===== src/rtl/int_writeback_stage_pkg.sv =====
// PipelineTypes: shared types for the integer writeback stage.
// Holds the per-lane register-path struct and the recovery FSM encoding.
package PipelineTypes;

  localparam int INT_ISSUE_WIDTH = 2;
  localparam int DATA_WIDTH      = 32;
  localparam int PREG_IDX_W      = 6;
  localparam int PC_W            = 32;

  // One lane of the execute->writeback pipeline register.
  typedef struct packed {
    logic                  valid;
    logic                  dataValid;
    logic [DATA_WIDTH-1:0] data;
    logic [PREG_IDX_W-1:0] dstReg;
    logic                  writeReg;
    logic                  brValid;
    logic                  brMispred;
    logic [PC_W-1:0]       brNextAddr;
  } IntegerWritebackRegPath;

  typedef enum logic [1:0] {
    REC_IDLE = 2'd0,
    REC_REQ  = 2'd1,
    REC_WAIT = 2'd2
  } RecoveryState;

endpackage


===== src/rtl/int_writeback_stage_age_sel.sv =====
// AlAgeSelector: picks the oldest mispredict candidate relative to the
// active-list head. Age wraps modulo 2^AL_PTR_W; ties go to the lowest lane.
module AlAgeSelector #(
  parameter int W        = 2,
  parameter int AL_PTR_W = 6,
  parameter int IDX_W    = 1
) (
  input  logic [W-1:0]               cand,
  input  logic [W-1:0][AL_PTR_W-1:0] ptr,
  input  logic [AL_PTR_W-1:0]        headPtr,
  output logic                       anyValid,
  output logic [IDX_W-1:0]           selLane,
  output logic [AL_PTR_W-1:0]        selPtr,
  output logic [AL_PTR_W-1:0]        selAge
);

  logic [AL_PTR_W-1:0] age;

  // Ascending scan with strict less-than keeps the lowest lane on ties.
  always_comb begin
    anyValid = 1'b0;
    selLane  = '0;
    selPtr   = '0;
    selAge   = '0;
    age      = '0;
    for (int i = 0; i < W; i++) begin
      age = ptr[i] - headPtr;
      if (cand[i] && (!anyValid || age < selAge)) begin
        anyValid = 1'b1;
        selLane  = IDX_W'(i);
        selPtr   = ptr[i];
        selAge   = age;
      end
    end
  end

endmodule


===== src/rtl/int_writeback_stage.sv =====
// int_writeback_stage: integer writeback pipeline register, register-file
// write and active-list finish reporting, and branch-mispredict recovery
// request FSM.
// Optional: define RSD_INT_WB_PERF_COUNTER_EN to add saturating perf counters
// (perfWrites, perfMispred).
//
//   state    | meaning
//   REC_IDLE | no recovery outstanding; accepts the oldest candidate
//   REC_REQ  | recReq asserted; a strictly older candidate replaces the held one
//   REC_WAIT | acknowledged, waiting for recDone; new candidates ignored
module int_writeback_stage
  import PipelineTypes::*;
#(
  parameter int W        = INT_ISSUE_WIDTH,
  parameter int AL_PTR_W = 6
) (
  input  logic                         clk,
  input  logic                         rst,
  input  logic                         stall,
  input  logic                         clear,
  input  logic [W-1:0]                 exValid,
  // Bit DATA_WIDTH of each lane is the data-valid flag.
  input  logic [W-1:0][DATA_WIDTH:0]   exData,
  input  logic [W-1:0][PREG_IDX_W-1:0] exDstReg,
  input  logic [W-1:0]                 exWriteReg,
  input  logic [W-1:0][AL_PTR_W-1:0]   exAlPtr,
  input  logic [W-1:0]                 exBrValid,
  input  logic [W-1:0]                 exBrMispred,
  input  logic [W-1:0][PC_W-1:0]       exBrNextAddr,
  input  logic [W-1:0]                 flush,
  input  logic [AL_PTR_W-1:0]          alHeadPtr,
  output logic [W-1:0]                 regWe,
  output logic [W-1:0][PREG_IDX_W-1:0] regWAddr,
  output logic [W-1:0][DATA_WIDTH-1:0] regWData,
  output logic [W-1:0]                 alFinValid,
  output logic [W-1:0][AL_PTR_W-1:0]   alFinPtr,
  output logic [W-1:0]                 alFinReplay,
  output logic                         recReq,
  output logic [AL_PTR_W-1:0]          recPtr,
  output logic [PC_W-1:0]              recAddr,
  input  logic                         recAck,
  input  logic                         recDone
`ifdef RSD_INT_WB_PERF_COUNTER_EN
  ,
  output logic [31:0]                  perfWrites,
  output logic [31:0]                  perfMispred
`endif
);

  localparam int IDX_W = (W > 1) ? $clog2(W) : 1;

  IntegerWritebackRegPath [W-1:0]   regPath;
  logic [W-1:0][AL_PTR_W-1:0]       regAlPtr;
  logic [W-1:0]                     laneLive;
  logic [W-1:0]                     cand;
  logic                             selValid;
  logic [IDX_W-1:0]                 selLane;
  logic [AL_PTR_W-1:0]              selPtr;
  logic [AL_PTR_W-1:0]              selAge;
  logic [PC_W-1:0]                  selAddr;
  logic [AL_PTR_W-1:0]              heldAge;
  RecoveryState                     state;

  // Pipeline register: captures the execute outputs unless stalled.
  always_ff @(posedge clk or negedge rst) begin
    if (!rst) begin
      regPath  <= '0;
      regAlPtr <= '0;
    end else if (!stall) begin
      for (int i = 0; i < W; i++) begin
        regPath[i].valid      <= exValid[i];
        regPath[i].dataValid  <= exData[i][DATA_WIDTH];
        regPath[i].data       <= exData[i][DATA_WIDTH-1:0];
        regPath[i].dstReg     <= exDstReg[i];
        regPath[i].writeReg   <= exWriteReg[i];
        regPath[i].brValid    <= exBrValid[i];
        regPath[i].brMispred  <= exBrMispred[i];
        regPath[i].brNextAddr <= exBrNextAddr[i];
        regAlPtr[i]           <= exAlPtr[i];
      end
    end
  end

  // Lane qualification. Stall gates every side effect (writes, finishes and
  // mispredict candidates) so a held op acts exactly once, on release.
  always_comb begin
    laneLive    = '0;
    regWe       = '0;
    regWAddr    = '0;
    regWData    = '0;
    alFinValid  = '0;
    alFinPtr    = '0;
    alFinReplay = '0;
    cand        = '0;
    for (int i = 0; i < W; i++) begin
      laneLive[i]    = regPath[i].valid && !flush[i] && !clear;
      regWe[i]       = laneLive[i] && regPath[i].writeReg && regPath[i].dataValid && !stall;
      regWAddr[i]    = regPath[i].dstReg;
      regWData[i]    = regPath[i].data;
      alFinValid[i]  = laneLive[i] && !stall;
      alFinPtr[i]    = regAlPtr[i];
      alFinReplay[i] = !regPath[i].dataValid;
      cand[i]        = laneLive[i] && regPath[i].brValid && regPath[i].brMispred
                       && regPath[i].dataValid && !stall;
    end
  end

  AlAgeSelector #(
    .W        (W),
    .AL_PTR_W (AL_PTR_W),
    .IDX_W    (IDX_W)
  ) u_ageSel (
    .cand     (cand),
    .ptr      (regAlPtr),
    .headPtr  (alHeadPtr),
    .anyValid (selValid),
    .selLane  (selLane),
    .selPtr   (selPtr),
    .selAge   (selAge)
  );

  assign selAddr = regPath[selLane].brNextAddr;
  assign heldAge = recPtr - alHeadPtr;
  assign recReq  = (state == REC_REQ);

  // Recovery FSM. A replacement taken in the same cycle as recAck is latched,
  // so the value held through WAIT is the one that was acknowledged.
  always_ff @(posedge clk or negedge rst) begin
    if (!rst) begin
      state   <= REC_IDLE;
      recPtr  <= '0;
      recAddr <= '0;
    end else begin
      case (state)
        REC_IDLE: if (selValid) begin
          state   <= REC_REQ;
          recPtr  <= selPtr;
          recAddr <= selAddr;
        end
        REC_REQ: begin
          if (selValid && (selAge < heldAge)) begin
            recPtr  <= selPtr;
            recAddr <= selAddr;
          end
          if (recAck) state <= REC_WAIT;
        end
        REC_WAIT: if (recDone) state <= REC_IDLE;
        default: state <= REC_IDLE;
      endcase
    end
  end

`ifdef RSD_INT_WB_PERF_COUNTER_EN
  logic [31:0] writeInc;
  logic [32:0] writeSum;

  // Lanes written this cycle.
  always_comb begin
    writeInc = '0;
    for (int i = 0; i < W; i++) writeInc = writeInc + 32'(regWe[i]);
    writeSum = {1'b0, perfWrites} + {1'b0, writeInc};
  end

  // Saturating counters for lane-writes and acknowledged recovery requests.
  always_ff @(posedge clk or negedge rst) begin
    if (!rst) begin
      perfWrites  <= '0;
      perfMispred <= '0;
    end else begin
      perfWrites <= writeSum[32] ? '1 : writeSum[31:0];
      if (recReq && recAck && (perfMispred != '1)) perfMispred <= perfMispred + 32'd1;
    end
  end
`endif

endmodule


===== config.mk =====
export PLATFORM = sky130hd
export DESIGN_NAME = int_writeback_stage
export DESIGN_NICKNAME = d
export VERILOG_FILES = /design/src/rtl/int_writeback_stage_pkg.sv /design/src/rtl/int_writeback_stage_age_sel.sv /design/src/rtl/int_writeback_stage.sv
export SDC_FILE = /design/constraint.sdc
export NUM_CORES = 1
export LEC_CHECK = 0
export BUFFER_PORTS_ARGS = -buffer_cell sky130_fd_sc_hd__buf_2
export CAP_MARGIN = 40
export CORE_UTILIZATION = 55
export DETAILED_ROUTE_END_ITERATION = 7
export PLACE_DENSITY = 0.85
export SYNTH_ARGS = -nofsm -noshare
export SYNTH_HDL_FRONTEND = slang
export SYNTH_HIERARCHICAL = 1
export SYNTH_SLANG_ARGS = --single-unit

===== constraint.sdc =====
create_clock -name clk -period 10.89 [get_ports clk]
set_input_delay 1.089 -clock clk [delete_from_list [all_inputs] [get_ports clk]]
set_output_delay 1.089 -clock clk [all_outputs]
set_load 0.05 [all_outputs]

==> After elaboration in Yosys (flattened, before gate mapping) <==
Cells that the tools add are included.
{ "word_totals": {"ff_bits": 202, "output_inout_bits": 133} }
{ "classes": {"mux": 19, "magnitude_cmp": 3, "n_addsub": 3, "n_eq_ne": 6, "n_reduce_logical": 34} }
{ "op_table": {"columns": ["operator", "n"], "rows": [
  ["32-bit two-way mux", 4],
  ["32-bit case mux with 2 select lines", 1],
  ["6-bit two-way mux", 6],
  ["1-bit logical AND", 22],
  ["6-bit subtractor", 3],
  ["6-bit < comparator", 2],
  ["6-bit case mux with 2 select lines", 1],
  ["1-bit zero test", 7],
  ["2-bit two-way mux", 3],
  ["2-bit case mux with 3 select lines", 1],
  ["3-bit AND reduction", 2],
  ["2-bit by 1-bit != test with 1-bit output (second input constant)", 2],
  ["2-bit != test (second input constant)", 2],
  ["1-bit two-way mux", 3],
  ["2-bit by 1-bit == test with 1-bit output (second input constant)", 1],
  ["2-bit == test (second input constant)", 1],
  ["2-bit zero test", 1],
  ["1-bit by 2-bit < comparator with 1-bit output (second input constant)", 1],
  ["2-bit nonzero test", 1],
  ["1-bit logical OR", 1]
]} }

==> Logic depth before layout (Yosys ltp) <==
Gate-level depths: netlist of the first run.
{ "logic_depth": {"ltp_word": 16, "ltp_mapped": 22, "mapped_depth_nobuf": 19} }

==> By module <==
The synthesis of the first run kept the hierarchy.
{ "modules_own_cells": {"columns": ["module", "seq_area_each_um2", "area_each_um2", "cells_per_inst", "n_inst"], "rows": [
  ["int_writeback_stage", 5054.8, 8921.1, 596, 1],
  ["AlAgeSelector", 0.0, 760.7, 98, 1]
]} }

==> Worst setup path after synthesis of the first run <==
No wires, ideal clock.
{ "synth_path": {"kind": "input to register", "startpoint": "in stall", "endpoint": "reg recAddr[16]", "required_ps": 10765, "setup_slack_ps": 4418, "stages": 20, "arrival_ps": 6346, "path_cell_list": "clkbuf_1 nor4b_1 and4_1 buf_6 inv_2 a221o_1 ha_1 nand4_1 o41ai_4 a21oi_4 buf_6 nand2_1 o21ai_1 ha_1 a21oi_1 o211ai_1 o21ai_2 buf_6 buf_12 mux2_4"} }
{ "synth_via": {"elab_chain_len": 11, "word_cells_on_any_way": 22, "cone_classes": "order compare (2); eq/ne (2); mux (10); reduce/logical (8)"} }
{ "synth_rtl": {"columns": ["element", "line", "source"], "rows": [
  ["start, declared", "int_writeback_stage.sv:19", "input logic stall,"],
  ["1-bit zero test *", "int_writeback_stage.sv:104", "&& regPath[i].dataValid && !stall;"],
  ["1-bit logical AND *", "int_writeback_stage.sv:104", null],
  ["via cand[0]", "int_writeback_stage.sv:55", "logic [W-1:0] cand;"],
  ["6-bit two-way mux or 1-bit two-way mux (tied branches)", "int_writeback_stage_age_sel.sv:28", "if (cand[i] && (!anyValid || age < selAge)) begin"],
  ["6-bit < comparator or 1-bit zero test (tied branches)", "int_writeback_stage_age_sel.sv:28", null],
  ["1-bit logical OR *", "int_writeback_stage_age_sel.sv:28", null],
  ["1-bit logical AND *", "int_writeback_stage_age_sel.sv:28", null],
  ["1-bit two-way mux *", "int_writeback_stage_age_sel.sv:28", null],
  ["via selLane", "int_writeback_stage.sv:57", "logic [IDX_W-1:0] selLane;"],
  ["32-bit two-way mux (not written as such) * (2 in series)", "int_writeback_stage.sv:122", "assign selAddr = regPath[selLane].brNextAddr;"],
  ["32-bit two-way mux (on tied branches)", "int_writeback_stage.sv:141, int_writeback_stage.sv:135", null],
  ["32-bit case mux with 2 select lines *", "int_writeback_stage.sv:134", "case (state)"],
  ["end signal, assigned", "int_writeback_stage.sv:138", "recAddr <= selAddr;"],
  ["end signal, assigned", "int_writeback_stage.sv:143", "recAddr <= selAddr;"],
  ["end, declared", "int_writeback_stage.sv:40", "output logic [PC_W-1:0] recAddr,"]
]} }
The timed path passes the listed nets; every way through them passes the cells marked *. The select of a mux whose other input is x is not followed.
A chain may end at the register's enable or synchronous reset.

==> Worst setup path after layout of the first run <==
{ "layout_path": {"startpoint": "in stall", "endpoint": "reg recPtr[5]"} }
{ "layout_via": {"elab_chain_len": 11, "word_cells_on_any_way": 21, "cone_classes": "order compare (2); eq/ne (2); mux (9); reduce/logical (8)"} }
{ "layout_rtl": {"columns": ["element", "line", "source"], "rows": [
  ["1-bit zero test *", "int_writeback_stage.sv:104", null],
  ["1-bit logical AND *", "int_writeback_stage.sv:104", null],
  ["via cand[0]", "int_writeback_stage.sv:55", null],
  ["6-bit two-way mux or 1-bit two-way mux (tied branches)", "int_writeback_stage_age_sel.sv:28", null],
  ["6-bit < comparator or 1-bit zero test (tied branches)", "int_writeback_stage_age_sel.sv:28", null],
  ["1-bit logical OR", "int_writeback_stage_age_sel.sv:28", null],
  ["1-bit logical AND", "int_writeback_stage_age_sel.sv:28", null],
  ["6-bit two-way mux *", "int_writeback_stage_age_sel.sv:28", null],
  ["via selAge[3]", "int_writeback_stage.sv:59", "logic [AL_PTR_W-1:0] selAge;"],
  ["6-bit < comparator *", "int_writeback_stage.sv:141", "if (selValid && (selAge < heldAge)) begin"],
  ["1-bit logical AND *", "int_writeback_stage.sv:141", null],
  ["2-bit by 1-bit != test with 1-bit output (no source line) *", null, null],
  ["3-bit AND reduction (no source line) *", null, null],
  ["end signal, assigned", "int_writeback_stage.sv:137", "recPtr <= selPtr;"],
  ["end signal, assigned", "int_writeback_stage.sv:142", "recPtr <= selPtr;"],
  ["end, declared", "int_writeback_stage.sv:39", "output logic [AL_PTR_W-1:0] recPtr,"]
]} }
Marked as above.

==> flow_summary.yaml, run 1 <==
logic_synthesis:
  synth_simple_gate_area_share_pct: 2.82
  async_flop_share_pct: 100
  synth-seq-cells: 202
  seq_area_frac_synth_pct: 52.2
  synth_compound_area_share_pct: 3.95
  synthFlopType: "dfrtp_1"
  synthMuxAreaShare_pct: 27.8
  synthXorXnorAreaFrac_pct: 0.814
  synth_cells: 694
  synth_top_family_by_area: "multiplexers"
  ys_warn_count: 6
  syn_avg_cell_area_um2: 14.0
  netlist_area_mm2: 0.00968
  ys_types: 48
  synthesis.nets: 898
  synth-edff-count: 0
  synthAdderAreaFrac_pct: 3.85
grt:
  grt_pass1_wl_mm: 33.1
  gr-total-overflow: 0
  antenna_found_initial: 2
  grt_usage_pct: 23.1
  grt_pass1_vias: 6414
  grt_max_degree: 81
worst_setup_path:
  cp.depth: 17
  critPathBufInv: 4
  path_cells: "buf_6 -> nor4b_1 -> and4_1 -> inv_2 -> a221o_1 -> ha_1 -> a21oi_1 -> o21ai_1 -> a21oi_4 -> buf_4 -> o21ai_1 -> ha_1 -> a21oi_1 -> o211ai_1 -> o21ai_4 -> buf_4 -> mux2_2"
  worstPathArrival_ps: 6830
  end_kind: "flip-flop"
  slowest_stage: "o21ai_4"
  path_delay_family: "compound AO/OA/AOI/OAI gates"
  r2r_cells: 16
  critPathMaxFanout: 80
  cp_data_required_time_ps: 11260
  cp-start-kind: "input pin"
  max_stage_delay_ps: 700
  path_class: "input pin to flip-flop"
final_layout:
  final_nets: 1132
  drive_gt1_share_pct: 62.3
  final_cell_mix: "306 x buf_2, 212 x mux2_2, 202 x dfrtp_1"
  area_growth_pct: 19.4
  instances_no_fill: 1169
  final_common_cell: "buf_2"
place:
  gp_congestion: 0.931
  dp.cells: 1130
  port-buffer-count: 308
  hpwlAfterDp_mm: 15.1
clocking:
  htreeDepth: 1
  cts_tree: "yes"
  ctsResizeCount: 0
  root_buffer: "clkbuf_16"
  holdBufCountCts: 0
  clk_latency_ps: 500
  numCtsBuffers: 21
  clk_pin_slew_ps: 60
  cts_buffer_depth: 3
  cts_sinks: 202
  post_cts_buffers: 0
flow_run:
  cap_violations: 0
floorplanning:
  initial_core_util_pct: 56.2
  rows: 48
  dieWidth_um: 135
  die_height_um: 135
  core_region_area_mm2: 0.0172
  die-area_mm2: 0.0181
  io_pins: 309
sta:
  maxSlewHeadroom_pct: 44.9
  timing.fmax_mhz: 155
  hold_violations: 0
  setup_viol: 0
  fin_crit_ps: 6450
  finClkSkew_ps: 25.0
  rsz0062_at_grt: "no"
  tightest_slew_ps: 823
  period_share_pct: 59.3
  maxSlewViolCount: 0
  setup_tns_ps: 0
routing:
  routed_via_density: 5.28
  met3_wirelength_mm: 1.53
  routedWlPerCell_um: 17.7
  vias: 6170
  top_layer: "met4"
  route.met2.wl_mm: 10.2
  dr.pass1.iters: 4
  routed_wirelength_mm: 20.7
  drtAntennaViolNets: 0
  drcViolationCount: 0
  wl_met1_mm: 8.58
  drtIter0Drc: 200
min_path:
  hold_class: "flip-flop to flip-flop"
  worstHoldPathCells: 1
power_and_ir_drop:
  powerDensity_mw_per_mm2: 205
  seqPwrFrac_pct: 39.6
  p_leak_nw: 5.60
  power.internal_mw: 1.53
  comb_power_share_pct: 30.7
  peakVddDrop_v: 0.000208
  p_clk_share_pct: 29.7
  netSwitchingFraction_pct: 35.7
  power_switching_uw: 848
  p_total_mw: 2.37
status:
  status: "complete, no violations"
cell type report:
type,count,area (µm²)
fill,1248,5670
inverter,20,75.1
tap,225,282
timing repair buffer,315,1660
clock buffer,31,623
clock inverter,6,58.8
antenna,2,5.00
multi-input combinational,368,3800
sequential,202,5050
cells by family after synthesis:
kind of cell | after synthesis
xor+xnor | 9
mux | 232
fa+ha+maj | 28
flops | 202
compound gates | 51
simple gates | 48
buf+inv | 124
synth_stat cells (7+ instances only):
master     n  area (µm²)
ha_1      25         313
buf_2     18        90.1
nand2_1   14        52.6
a21oi_1    9        45.0
a22o_1     8        70.1
mux2_4    20         300
mux2_2   212        2390
inv_1     19        71.3
nor2_1     7        26.3
dfrtp_1  202        5050
buf_4     77         578
final timing paths:
check,startpoint,to,slack (ps)
min reg2reg,regWData[34],regWData[34],500
min in group asynchronous,rst,regWData[6],550
min,regWData[34],regWData[34],500
max,stall,recPtr[5],4440
max in group asynchronous,rst,regWAddr[1],8960
max reg2reg,regPath[74],recPtr[5],5140
worst reg2reg max path, delay by kind of cell (launching register included):
kind            cells  cell delay, ps
compound gates      8            2240
fa+ha+maj           2             620
buf+inv             3            1130
flops               1             340
mux                 1             380
simple gates        2             910
power groups by stage:
stage,logic [mW],clock network [mW],registers [mW]
2_1_floorplan,0.356,0,1.16
3_3_place_gp,0.715,0,0.948
3_5_place_dp,0.731,0,0.950
4_1_cts,0.733,0.722,0.942
5_1_grt,0.766,0.750,0.956
6_report,0.728,0.705,0.941
stage by stage:
stage / cell area [µm²] / hold WS [ps] / util [%] / setup WS, ps
after floorplan: 9680 / 471 / - / 4420
after global placement: 10800 / 481 / 62.7 / 4190
after detailed placement: 10900 / 488 / 63.1 / 3960
after CTS: 11600 / 501 / 67.1 / 4450
after global routing: 11600 / 509 / 67.1 / 4010
final: 11600 / 498 / 67.1 / 4440
registers in the layout, summed over array words and instances (netlist names):
signal / cells
recPtr: 6
alFinPtr: 12
regWAddr: 12
regWData: 64
recAddr: 32
regPath: 74
state: 2
routing by layer:
metal | global-route usage, % | vias up
met5 | 0 | -
met4 | 7.18 | 0
met3 | 6.38 | 41
met2 | 38.7 | 218
met1 | 29.0 | 3068
li1 | - | 2843
Power figures use the tool's default switching activity.
==> run 2: changes to the inputs <==
CORE_UTILIZATION = 51   (was 55)
PLACE_DENSITY = 0.8   (was 0.85)
clock period = 6.75 ns   (was 10.89 ns; I/O delays follow)
==> flow_summary.yaml, run 2 (synthesized netlist as in run 1, its figures left out) <==
grt:
  grt_pass1_wl_mm: 31.9
  grt_util_met1_pct: 25.2
  use_met3_pct: 5.57
  grt_max_degree: 105
  grt_usage_pct: 20.4
  globalRoute.busiestLayer: "met2"
  gr-total-overflow: 0
  antenna_found_initial: 0
  grt_pass1_vias: 6220
  met2_usage_pct: 35.1
power_and_ir_drop:
  p_leak_nw: 5.63
  powerDensity_mw_per_mm2: 338
  peakVddDrop_v: 0.000333
clocking:
  post_cts_buffers: 0
  holdBufCountCts: 0
  htreeDepth: 1
  cts_buffer_depth: 3
  numCtsBuffers: 22
  root_buffer: "clkbuf_16"
  cts_tree: "yes"
  ctsResizeCount: 0
  cts_sinks: 202
  clk_latency_ps: 500
  clk_pin_slew_ps: 60
floorplanning:
  dieWidth_um: 140
  core_region_area_mm2: 0.0186
  die-area_mm2: 0.0195
  initial_core_util_pct: 51.9
  die_height_um: 140
  rows: 50
  io_pins: 309
routing:
  vias: 6092
  routed_via_density: 5.16
  drcViolationCount: 0
  drtIter0Drc: 230
  routed_wirelength_mm: 20.0
  dr.pass1.iters: 4
  drtAntennaViolNets: 0
  routedWlPerCell_um: 16.9
worst_setup_path:
  path_delay_family: "compound AO/OA/AOI/OAI gates"
  r2r_slack_ps: 1750
  end_kind: "flip-flop"
  r2r_cells: 20
  max_stage_delay_ps: 550
  cp_data_required_time_ps: 7130
  critPathBufInv: 4
  path_cells: "buf_6 -> nor4b_1 -> and4_1 -> inv_2 -> a221o_1 -> ha_1 -> nand4_1 -> o41ai_4 -> a21oi_4 -> buf_4 -> a22o_1 -> ha_1 -> nand2_1 -> o211ai_1 -> o21ai_4 -> buf_4 -> mux2_2"
  rr_startpoint: "alFinPtr[0]"
  path_class: "input pin to flip-flop"
  reg2reg_to: "recAddr[11]"
  slowest_stage: "buf_4"
  cp-start-kind: "input pin"
  critPathMaxFanout: 42
  worstPathArrival_ps: 5450
sta:
  maxSlewHeadroom_pct: 43.2
  finClkSkew_ps: 10.0
  fin_crit_ps: 5070
  final.setup.worst_slack_ps: 1680
  hold_violations: 0
  rsz0062_at_grt: "no"
  setup_tns_ps: 0
  timing.fmax_mhz: 197
  setup_viol: 0
  maxSlewViolCount: 0
  hold_slack_ps: 48.7
  tightest_slew_ps: 853
  period_share_pct: 75.2
place:
  gp_congestion: 0.849
  placed_area_mm2: 0.0109
  port-buffer-count: 308
  hpwlAfterDp_mm: 14.4
  pre_cts_ws_ps: 1200
final_layout:
  drive_gt1_share_pct: 62.5
  final_nets: 1134
  largest_reg_flops: 74
  fin_util_pct: 62.5
  regMostFlops: "regPath"
  final_common_cell: "buf_2"
  n_fill_cell: 1427
  final_cell_area_mm2: 0.0117
  area_growth_pct: 20.4
  diodes: 0
  final_cell_mix: "306 x buf_2, 212 x mux2_2, 202 x dfrtp_1"
flow_run:
  cap_violations: 0
min_path:
  hold_class: "input pin to async pin"
status:
  status: "complete, no violations"
## run 2: worst max path at each step
stage           from           to  slack (ps)  depth (start not counted)
2_1_floorplan  stall  recAddr[16]         690                         20
3_3_place_gp   stall    recPtr[5]        1320                         17
3_5_place_dp   stall  recAddr[13]        1200                         17
4_1_cts        stall  recAddr[13]        1700                         17
5_1_grt        stall  recAddr[11]        1350                         17
6_report       stall  recAddr[11]        1680                         17
## run 2: per-layer routing
metal  wire length, µm  vias to the layer above
li1                  -                     2843
met1              8410                     3015
met2              9800                      201
met3              1320                       33
met4               416                        0
met5                 0                        -
## run 2: layout make-up
type / count / area (µm²) / area share (%)
repair buffers: 316 / 1660 / 14.2
clock inverters: 9 / 136 / 1.17
well taps: 234 / 293 / 2.51
flip-flops and latches: 202 / 5050 / 43.4
multi-input cells: 368 / 3800 / 32.6
inverters: 20 / 75.1 / 0.644
clock buffers: 31 / 634 / 5.44
## run 2: worst reg2reg max path, cell delays in order, from the launching register on
cell      delay, ps
dfrtp_1         430
inv_1            80
ha_1            170
inv_1            60
fa_1            410
a21o_1          170
a21oi_1         180
xnor2_1         140
nand2_1          90
ha_1            320
nand4_1         140
o41ai_4         450
a21oi_4          50
buf_4           260
a22o_1          280
ha_1            320
nand2_1          80
o211ai_1        130
o21ai_4         160
buf_4           550
mux2_2          430
## run 2: power by group
part	leakage (nW)	total, mW	internal, mW	switching (mW)
Clock	0.373	1.25	0.772	0.478
Combinational	2.85	1.17	0.380	0.790
Sequential	2.40	1.51	1.41	0.109
Total	5.63	3.93	2.56	1.38
## run 2: per-stage QoR
stage          std cells  power, mW
2_1_floorplan        694       2.45
3_3_place_gp        1138       2.68
3_5_place_dp        1140       2.71
4_1_cts             1180       3.97
5_1_grt             1180       4.09
6_report            1180       3.93
